**config.mk**
```make
export PLATFORM = sky130hd
export DESIGN_NAME = dma_wr_arb
export DESIGN_NICKNAME = d
export VERILOG_FILES = /design/src/rtl/dma_wr_arb_pkg.sv /design/src/rtl/dma_wr_arb_rr_arbiter.sv /design/src/rtl/dma_wr_arb.sv
export SDC_FILE = /design/constraint.sdc
export NUM_CORES = 1
export LEC_CHECK = 0
export BUFFER_PORTS_ARGS = -buffer_cell sky130_fd_sc_hd__buf_2
export CAP_MARGIN = 20
export CORE_AREA = 2 2 150 152
export CTS_BUF_LIST = sky130_fd_sc_hd__clkbuf_16
export DETAILED_ROUTE_END_ITERATION = 7
export DIE_AREA = 0 0 152 154
export PLACE_DENSITY = 0.46
export SLEW_MARGIN = 20
export SYNTH_ARGS = -nofsm -noshare
export SYNTH_HDL_FRONTEND = slang
export SYNTH_SLANG_ARGS = --single-unit
```
**constraint.sdc**
```tcl
create_clock -name clk -period 3.1 [get_ports clk]
set_input_delay 0.465 -clock clk [delete_from_list [all_inputs] [get_ports clk]]
set_output_delay 0.465 -clock clk [all_outputs]
set_load 0.02 [all_outputs]
```
**src/rtl/dma_wr_arb_pkg.sv**
```systemverilog
// dma_wr_arb shared types: FSM state encoding and round-robin pick helper.
// Used by dma_wr_arb and rr_arbiter.
package dma_wr_arb_pkg;

  typedef enum logic [1:0] {
    IDLE  = 2'd0,
    CMD   = 2'd1,
    DATA  = 2'd2,
    DRAIN = 2'd3
  } state_t;

  localparam int MAX_REQ  = 16;
  localparam int MAX_ID_W = 4;

  // First set bit of req at or after ptr, wrapping modulo n.
  function automatic logic [MAX_ID_W-1:0] rr_pick(
    input logic [MAX_REQ-1:0]  req,
    input logic [MAX_ID_W-1:0] ptr,
    input int                  n
  );
    logic [MAX_ID_W-1:0] pick;
    logic                found;
    int                  idx;
    pick  = ptr;
    found = 1'b0;
    for (int i = 0; i < MAX_REQ; i++) begin
      idx = (int'(ptr) + i) % n;
      if (i < n && !found && req[idx]) begin
        pick  = MAX_ID_W'(idx);
        found = 1'b1;
      end
    end
    return pick;
  endfunction

endpackage

```
**src/rtl/dma_wr_arb_rr_arbiter.sv**
```systemverilog
// Round-robin pick with a registered search pointer.
// Compiled only when DMA_WR_ARB_RR_EN is defined.
`ifdef DMA_WR_ARB_RR_EN
module rr_arbiter
  import dma_wr_arb_pkg::*;
#(
  parameter int N    = 4,
  parameter int ID_W = 2
) (
  input  logic            clk,
  input  logic            rst_n,
  input  logic [N-1:0]    req,
  input  logic            advance,
  input  logic [ID_W-1:0] cur,
  output logic [ID_W-1:0] pick
);

  logic [ID_W-1:0]     ptr;
  logic [MAX_REQ-1:0]  req_w;
  logic [MAX_ID_W-1:0] ptr_w;
  logic [MAX_ID_W-1:0] pick_w;

  // Search starts at the pointer and wraps.
  always_comb begin
    req_w  = MAX_REQ'(req);
    ptr_w  = MAX_ID_W'(ptr);
    pick_w = rr_pick(req_w, ptr_w, N);
    pick   = ID_W'(pick_w);
  end

  // Pointer moves past the requester just serviced.
  always_ff @(posedge clk or negedge rst_n) begin
    if (!rst_n) begin
      ptr <= '0;
    end else if (advance) begin
      if (cur == ID_W'(N - 1)) ptr <= '0;
      else                     ptr <= cur + ID_W'(1);
    end
  end

endmodule
`endif

```
**src/rtl/dma_wr_arb.sv**
```systemverilog
// Shares one dma_wr engine among NUM_REQ requesters, one atomic transfer at a time.
// DMA_WR_ARB_RR_EN selects round-robin; otherwise lowest index wins.
module dma_wr_arb
  import dma_wr_arb_pkg::*;
#(
  parameter int NUM_REQ          = 4,
  parameter int AXI_DATA_WIDTH   = 32,
  parameter int AXI_ADDR_WIDTH   = 32,
  parameter int CONFIG_LEN_WIDTH = 9,
  parameter int ID_WIDTH         = $clog2(NUM_REQ)
) (
  input  logic                                 clk,
  input  logic                                 rst_n,
  input  logic [NUM_REQ-1:0]                   req_valid,
  output logic [NUM_REQ-1:0]                   req_ready,
  input  logic [NUM_REQ*AXI_ADDR_WIDTH-1:0]    req_addr,
  input  logic [NUM_REQ*CONFIG_LEN_WIDTH-1:0]  req_len,
  input  logic [NUM_REQ-1:0]                   s_valid,
  input  logic [NUM_REQ*AXI_DATA_WIDTH-1:0]    s_data,
  output logic [NUM_REQ-1:0]                   s_ready,
  output logic                                 dma_config_valid,
  input  logic                                 dma_config_ready,
  output logic [AXI_ADDR_WIDTH-1:0]            dma_config_addr,
  output logic [CONFIG_LEN_WIDTH-1:0]          dma_config_len,
  input  logic                                 dma_config_empty,
  output logic                                 dma_valid_in,
  output logic [AXI_DATA_WIDTH-1:0]            dma_data_in,
  input  logic                                 dma_ready,
  output logic [ID_WIDTH-1:0]                  grant_id,
  output logic                                 busy,
  output logic                                 done,
  output logic                                 zero_len_drop
);

  localparam int AW = AXI_ADDR_WIDTH;
  localparam int DW = AXI_DATA_WIDTH;
  localparam int LW = CONFIG_LEN_WIDTH;

  state_t              state;
  logic [LW-1:0]       cnt;
  logic [ID_WIDTH-1:0] pick;
  logic [AW-1:0]       cur_addr;
  logic [LW-1:0]       cur_len;
  logic [DW-1:0]       cur_data;
  logic                cfg_hs;
  logic                beat;

`ifdef DMA_WR_ARB_RR_EN
  logic advance;

  assign advance = done | zero_len_drop;

  rr_arbiter #(
    .N    (NUM_REQ),
    .ID_W (ID_WIDTH)
  ) u_rr (
    .clk     (clk),
    .rst_n   (rst_n),
    .req     (req_valid),
    .advance (advance),
    .cur     (grant_id),
    .pick    (pick)
  );
`else
  // Fixed priority: lowest requesting index wins.
  always_comb begin
    pick = '0;
    for (int i = NUM_REQ - 1; i >= 0; i--) begin
      if (req_valid[i]) pick = ID_WIDTH'(i);
    end
  end
`endif

  // Slice out the granted requester's command and data.
  always_comb begin
    cur_addr = req_addr[int'(grant_id)*AW +: AW];
    cur_len  = req_len[int'(grant_id)*LW +: LW];
    cur_data = s_data[int'(grant_id)*DW +: DW];
  end

  // Command port, stream mux and status pulses, all gated by state.
  always_comb begin
    busy             = (state != IDLE);
    dma_config_valid = (state == CMD) && (cur_len != '0);
    dma_config_addr  = (state == CMD) ? cur_addr : '0;
    dma_config_len   = (state == CMD) ? cur_len : '0;
    cfg_hs           = dma_config_valid && dma_config_ready;
    zero_len_drop    = (state == CMD) && (cur_len == '0)
                     && req_valid[grant_id];
    req_ready        = '0;
    if (cfg_hs || zero_len_drop) req_ready[grant_id] = 1'b1;
    dma_valid_in     = (state == DATA) && s_valid[grant_id];
    dma_data_in      = (state == DATA) ? cur_data : '0;
    s_ready          = '0;
    if (state == DATA) s_ready[grant_id] = dma_ready;
    beat             = dma_valid_in && dma_ready;
    done             = (state == DRAIN) && dma_config_empty;
  end

  // Transfer sequencer: grant, command, count beats, wait for drain.
  always_ff @(posedge clk or negedge rst_n) begin
    if (!rst_n) begin
      state    <= IDLE;
      grant_id <= '0;
      cnt      <= '0;
    end else begin
      unique case (state)
        IDLE: begin
          if (|req_valid) begin
            grant_id <= pick;
            state    <= CMD;
          end
        end
        CMD: begin
          if (cfg_hs) begin
            cnt   <= cur_len;
            state <= DATA;
          end else if (zero_len_drop || !req_valid[grant_id]) begin
            state <= IDLE;
          end
        end
        DATA: begin
          if (beat) begin
            cnt <= cnt - LW'(1);
            if (cnt == LW'(1)) state <= DRAIN;
          end
        end
        DRAIN: begin
          if (dma_config_empty) state <= IDLE;
        end
        default: state <= IDLE;
      endcase
    end
  end

endmodule

```
==> run_summary.xml <==
<?xml version="1.0" encoding="UTF-8"?>
<metrics>
  <group name="sta">
    <metric name="worst_slew_pin_slew" unit="ps">657</metric>
    <metric name="layout_setup_ws" unit="ps">50.6</metric>
    <metric name="timing.fmax" unit="MHz">328</metric>
    <metric name="setup_viol" unit="">0</metric>
    <metric name="fin_crit_sh" unit="%">98.4</metric>
    <metric name="post_route_clock_skew" unit="ps">3.05</metric>
    <metric name="timing.final.crit_period" unit="ps">3050</metric>
    <metric name="timing.final.hold_violations" unit="">0</metric>
    <metric name="max_slew_margin" unit="%">56.2</metric>
    <metric name="drv_slew" unit="">0</metric>
    <metric name="rsz0062_at_grt" unit="">true</metric>
  </group>
  <group name="flow_run">
    <metric name="drv.max_cap_violation_count" unit="">0</metric>
  </group>
  <group name="yosys">
    <metric name="ffs_latches_synth" unit="">13</metric>
    <metric name="post_synth_xor_area_fraction" unit="%">0</metric>
    <metric name="yosys.area_share.adder" unit="%">0.765</metric>
    <metric name="synth.cell_area" unit="sq um">3270</metric>
    <metric name="compound_cell_area_share_of_the_yosys_netlist" unit="%">8.30</metric>
    <metric name="yosys-mux-area-fraction" unit="%">52.3</metric>
    <metric name="combinational_family_with_the_most_area_after_synthesis" unit="">multiplexers</metric>
    <metric name="syn_area_per_cell" unit="sq um">10.9</metric>
    <metric name="post_synth_top_flop" unit="">dfrtp_1</metric>
    <metric name="synth.yosys.seq_area_share" unit="%">9.95</metric>
    <metric name="ys_warn_count" unit="">0</metric>
    <metric name="ys_async_sr_fraction" unit="%">100</metric>
    <metric name="synth.net_count" unit="">606</metric>
    <metric name="synth.distinct_cells" unit="">42</metric>
    <metric name="synth_simple_gate_area_share" unit="%">24.0</metric>
    <metric name="post_synth_inst_count" unit="">299</metric>
    <metric name="synth_edf_count" unit="">0</metric>
  </group>
  <group name="run_status">
    <metric name="outcome" unit="">finished clean</metric>
  </group>
  <group name="placement">
    <metric name="port_buffers" unit="">392</metric>
    <metric name="gp_congestion" unit="">0.824</metric>
    <metric name="detailed_place_hpwl" unit="um">15500</metric>
    <metric name="dp_slack" unit="ps">79.8</metric>
  </group>
  <group name="drt">
    <metric name="wire_per_inst" unit="um">18.6</metric>
    <metric name="vias" unit="">4297</metric>
    <metric name="drtPass1Iterations" unit="">4</metric>
    <metric name="drt_iter0_markers" unit="">262</metric>
    <metric name="vias_cell" unit="">4.44</metric>
    <metric name="finalWirelength" unit="um">18000</metric>
    <metric name="post-route-drc-count" unit="">0</metric>
    <metric name="drt.antenna.violating_nets" unit="">0</metric>
  </group>
  <group name="pwr">
    <metric name="post-layout-total-power" unit="W">0.00476</metric>
    <metric name="power.static_leakage" unit="nW">2.87</metric>
    <metric name="cellPowerDensity" unit="nW/um^2">821</metric>
    <metric name="vdd_drop_max" unit="mV">0.277</metric>
  </group>
  <group name="layout">
    <metric name="finish.net_count" unit="">995</metric>
    <metric name="multiInputGateArea" unit="sq um">2850</metric>
    <metric name="layout_commonest_cell" unit="">buf_2</metric>
    <metric name="share_of_layout_cells_above_drive_strength_1" unit="%">73.7</metric>
    <metric name="mostFrequentLayoutCells" unit="">buf_2, and2_1, mux4_2</metric>
    <metric name="area_growth_syn_to_layout" unit="%">77.3</metric>
    <metric name="ff_latch_area" unit="sq um">333</metric>
    <metric name="fillers" unit="">2394</metric>
  </group>
  <group name="grt">
    <metric name="grt_antenna_before_repair" unit="">1</metric>
    <metric name="grt_pass1_wl" unit="um">26400</metric>
    <metric name="first_global_vias" unit="">4542</metric>
    <metric name="grtUsageTotal" unit="%">14.3</metric>
    <metric name="grt_start_max_net_pins" unit="">48</metric>
    <metric name="grt.overflow.total" unit="">0</metric>
  </group>
  <group name="cts">
    <metric name="clock_latency" unit="ps">240</metric>
    <metric name="cts-htree-levels" unit="">1</metric>
    <metric name="clock-root-buffer" unit="">clkbuf_16</metric>
    <metric name="clk_pin_slew_worst_paths" unit="ps">50</metric>
    <metric name="cts_made_buffers" unit="">3</metric>
    <metric name="tritoncts" unit="">yes</metric>
    <metric name="cts_buffer_depth" unit="">2</metric>
    <metric name="tritoncts_num_sinks" unit="">13</metric>
  </group>
  <group name="floorplanning">
    <metric name="die_x" unit="um">152</metric>
    <metric name="top_level_ports" unit="">393</metric>
    <metric name="floorplan.die_area" unit="sq um">23400</metric>
    <metric name="chipHeight" unit="um">154</metric>
    <metric name="placement_rows" unit="">54</metric>
    <metric name="initial_utilization" unit="%">15.1</metric>
    <metric name="floorplan.core_area" unit="sq um">21700</metric>
  </group>
  <group name="hold_path">
    <metric name="hp_class" unit="">in -&gt; async</metric>
  </group>
  <group name="worst_setup_path">
    <metric name="required_time_reported_for_the_critical_path_endpoint" unit="ps">2630</metric>
    <metric name="crit_arrival" unit="ps">2580</metric>
    <metric name="crit_type" unit="">reg -&gt; out</metric>
    <metric name="cp-start-kind" unit="">register</metric>
    <metric name="setup.worst_path.end_class" unit="">primary output</metric>
    <metric name="critPathMaxFanout" unit="">8</metric>
  </group>
</metrics>
## area by class of cell
type                            instances  area share [%]
Antenna cell                            1          0.0432
Clock buffer                            3            1.30
Clock inverter                          1          0.0648
Inverter                                5           0.324
Multi-Input combinational cell        251            49.2
Sequential cell                        13            5.74
Tap cell                              280            6.04
Timing Repair Buffer                  414            37.3
## state kept, by name, indices dropped and copies added, names as in the netlist, named ones only
name	count
state	1
cnt	9
grant_id	2
## cells in the mapped netlist, drive strengths merged, types with 3 or more instances
| cell type | instances | area share, % |
|---|---|---|
| nand2 | 16 | 2.1 |
| clkbuf | 19 | 2.2 |
| a31oi | 3 | 0.57 |
| mux4 | 75 | 52 |
| nor4 | 4 | 1.2 |
| nor2 | 16 | 1.8 |
| o22ai | 3 | 0.57 |
| a21oi | 11 | 1.9 |
| inv | 5 | 0.57 |
| buf | 11 | 2.0 |
| nand2b | 3 | 0.57 |
| o21ai | 7 | 1.1 |
| a211oi | 4 | 0.92 |
| nor3 | 7 | 1.1 |
| dfrtp | 13 | 10 |
| and2 | 74 | 14 |
| nand3 | 5 | 0.77 |
## metrics by stage
stage / hold slack (ps) / cell area, sq um / std cells / utilization, % / TNS [ps]
after global routing: 132 / 5790 / 967 / 26.7 / -127
after global placement: 382 / 5620 / 959 / 25.9 / 0
after detailed placement: 379 / 5620 / 959 / 25.9 / 0
after CTS: 120 / 5760 / 965 / 26.5 / 0
final: 114 / 5800 / 968 / 26.7 / 0
after floorplan: 169 / 3280 / 299 / - / 0
## metal layers
layer / vias to the layer above / global-route usage [%] / wire length [um]
met3: 16 / 3.44 / 1510
met5: - / 0 / 12
met1: 2066 / 17.8 / 7230
met2: 246 / 25.3 / 9040
li1: 1967 / - / -
met4: 2 / 2.40 / 193
## timing repair
action,4_1_cts,5_1_grt
setup buffers,2,2
gates resized for setup,7,5
hold buffers,0,0
endpoints found under the setup margin,4,4
pin swaps,2,3
hold endpoints to repair,0,0
## worst max-delay path, cell delays in order, from the launching register on
cell and delay [ps]:
dfrtp_4 490, buf_12 150, mux4_2 480, nor4_4 350, nand3_4 150, mux2i_1 160, buf_4 170, nor4b_2 190
buf_2 200
## worst paths after layout
| path | slack, ps | cells after the start | start | to |
|---|---|---|---|---|
| max in group asynchronous | 2710 | 1 | rst_n | grant_id[1] |
| setup reg to reg | 410 | 7 | grant_id[0] | cnt[7] |
| hold / removal | 110 | 1 | rst_n | cnt[4] |
| setup / recovery | 50 | 8 | grant_id[0] | req_ready[2] |
| hold reg to reg | 550 | 1 | cnt[4] | cnt[4] |
| min in group clk | 550 | 1 | cnt[4] | cnt[4] |
## power by group
part	internal [W]	total [W]	switching, W	leakage [nW]
Sequential	0.000266	0.000399	0.000133	0.148
Clock	0.000170	0.000245	0.0000743	0.0423
Combinational	0.00194	0.00412	0.00217	2.68
Total	0.00238	0.00476	0.00238	2.87
## logic make-up (layout without fill, tap and decap cells)
group | count (synthesis) | after routing
fa+ha+maj | 2 | 2
buf+inv | 35 | 423
other cells | 0 | 1
simple gates | 135 | 135
compound gates | 38 | 38
mux | 76 | 76
flops | 13 | 13
Note: power is estimated with default switching activity, not from simulation.
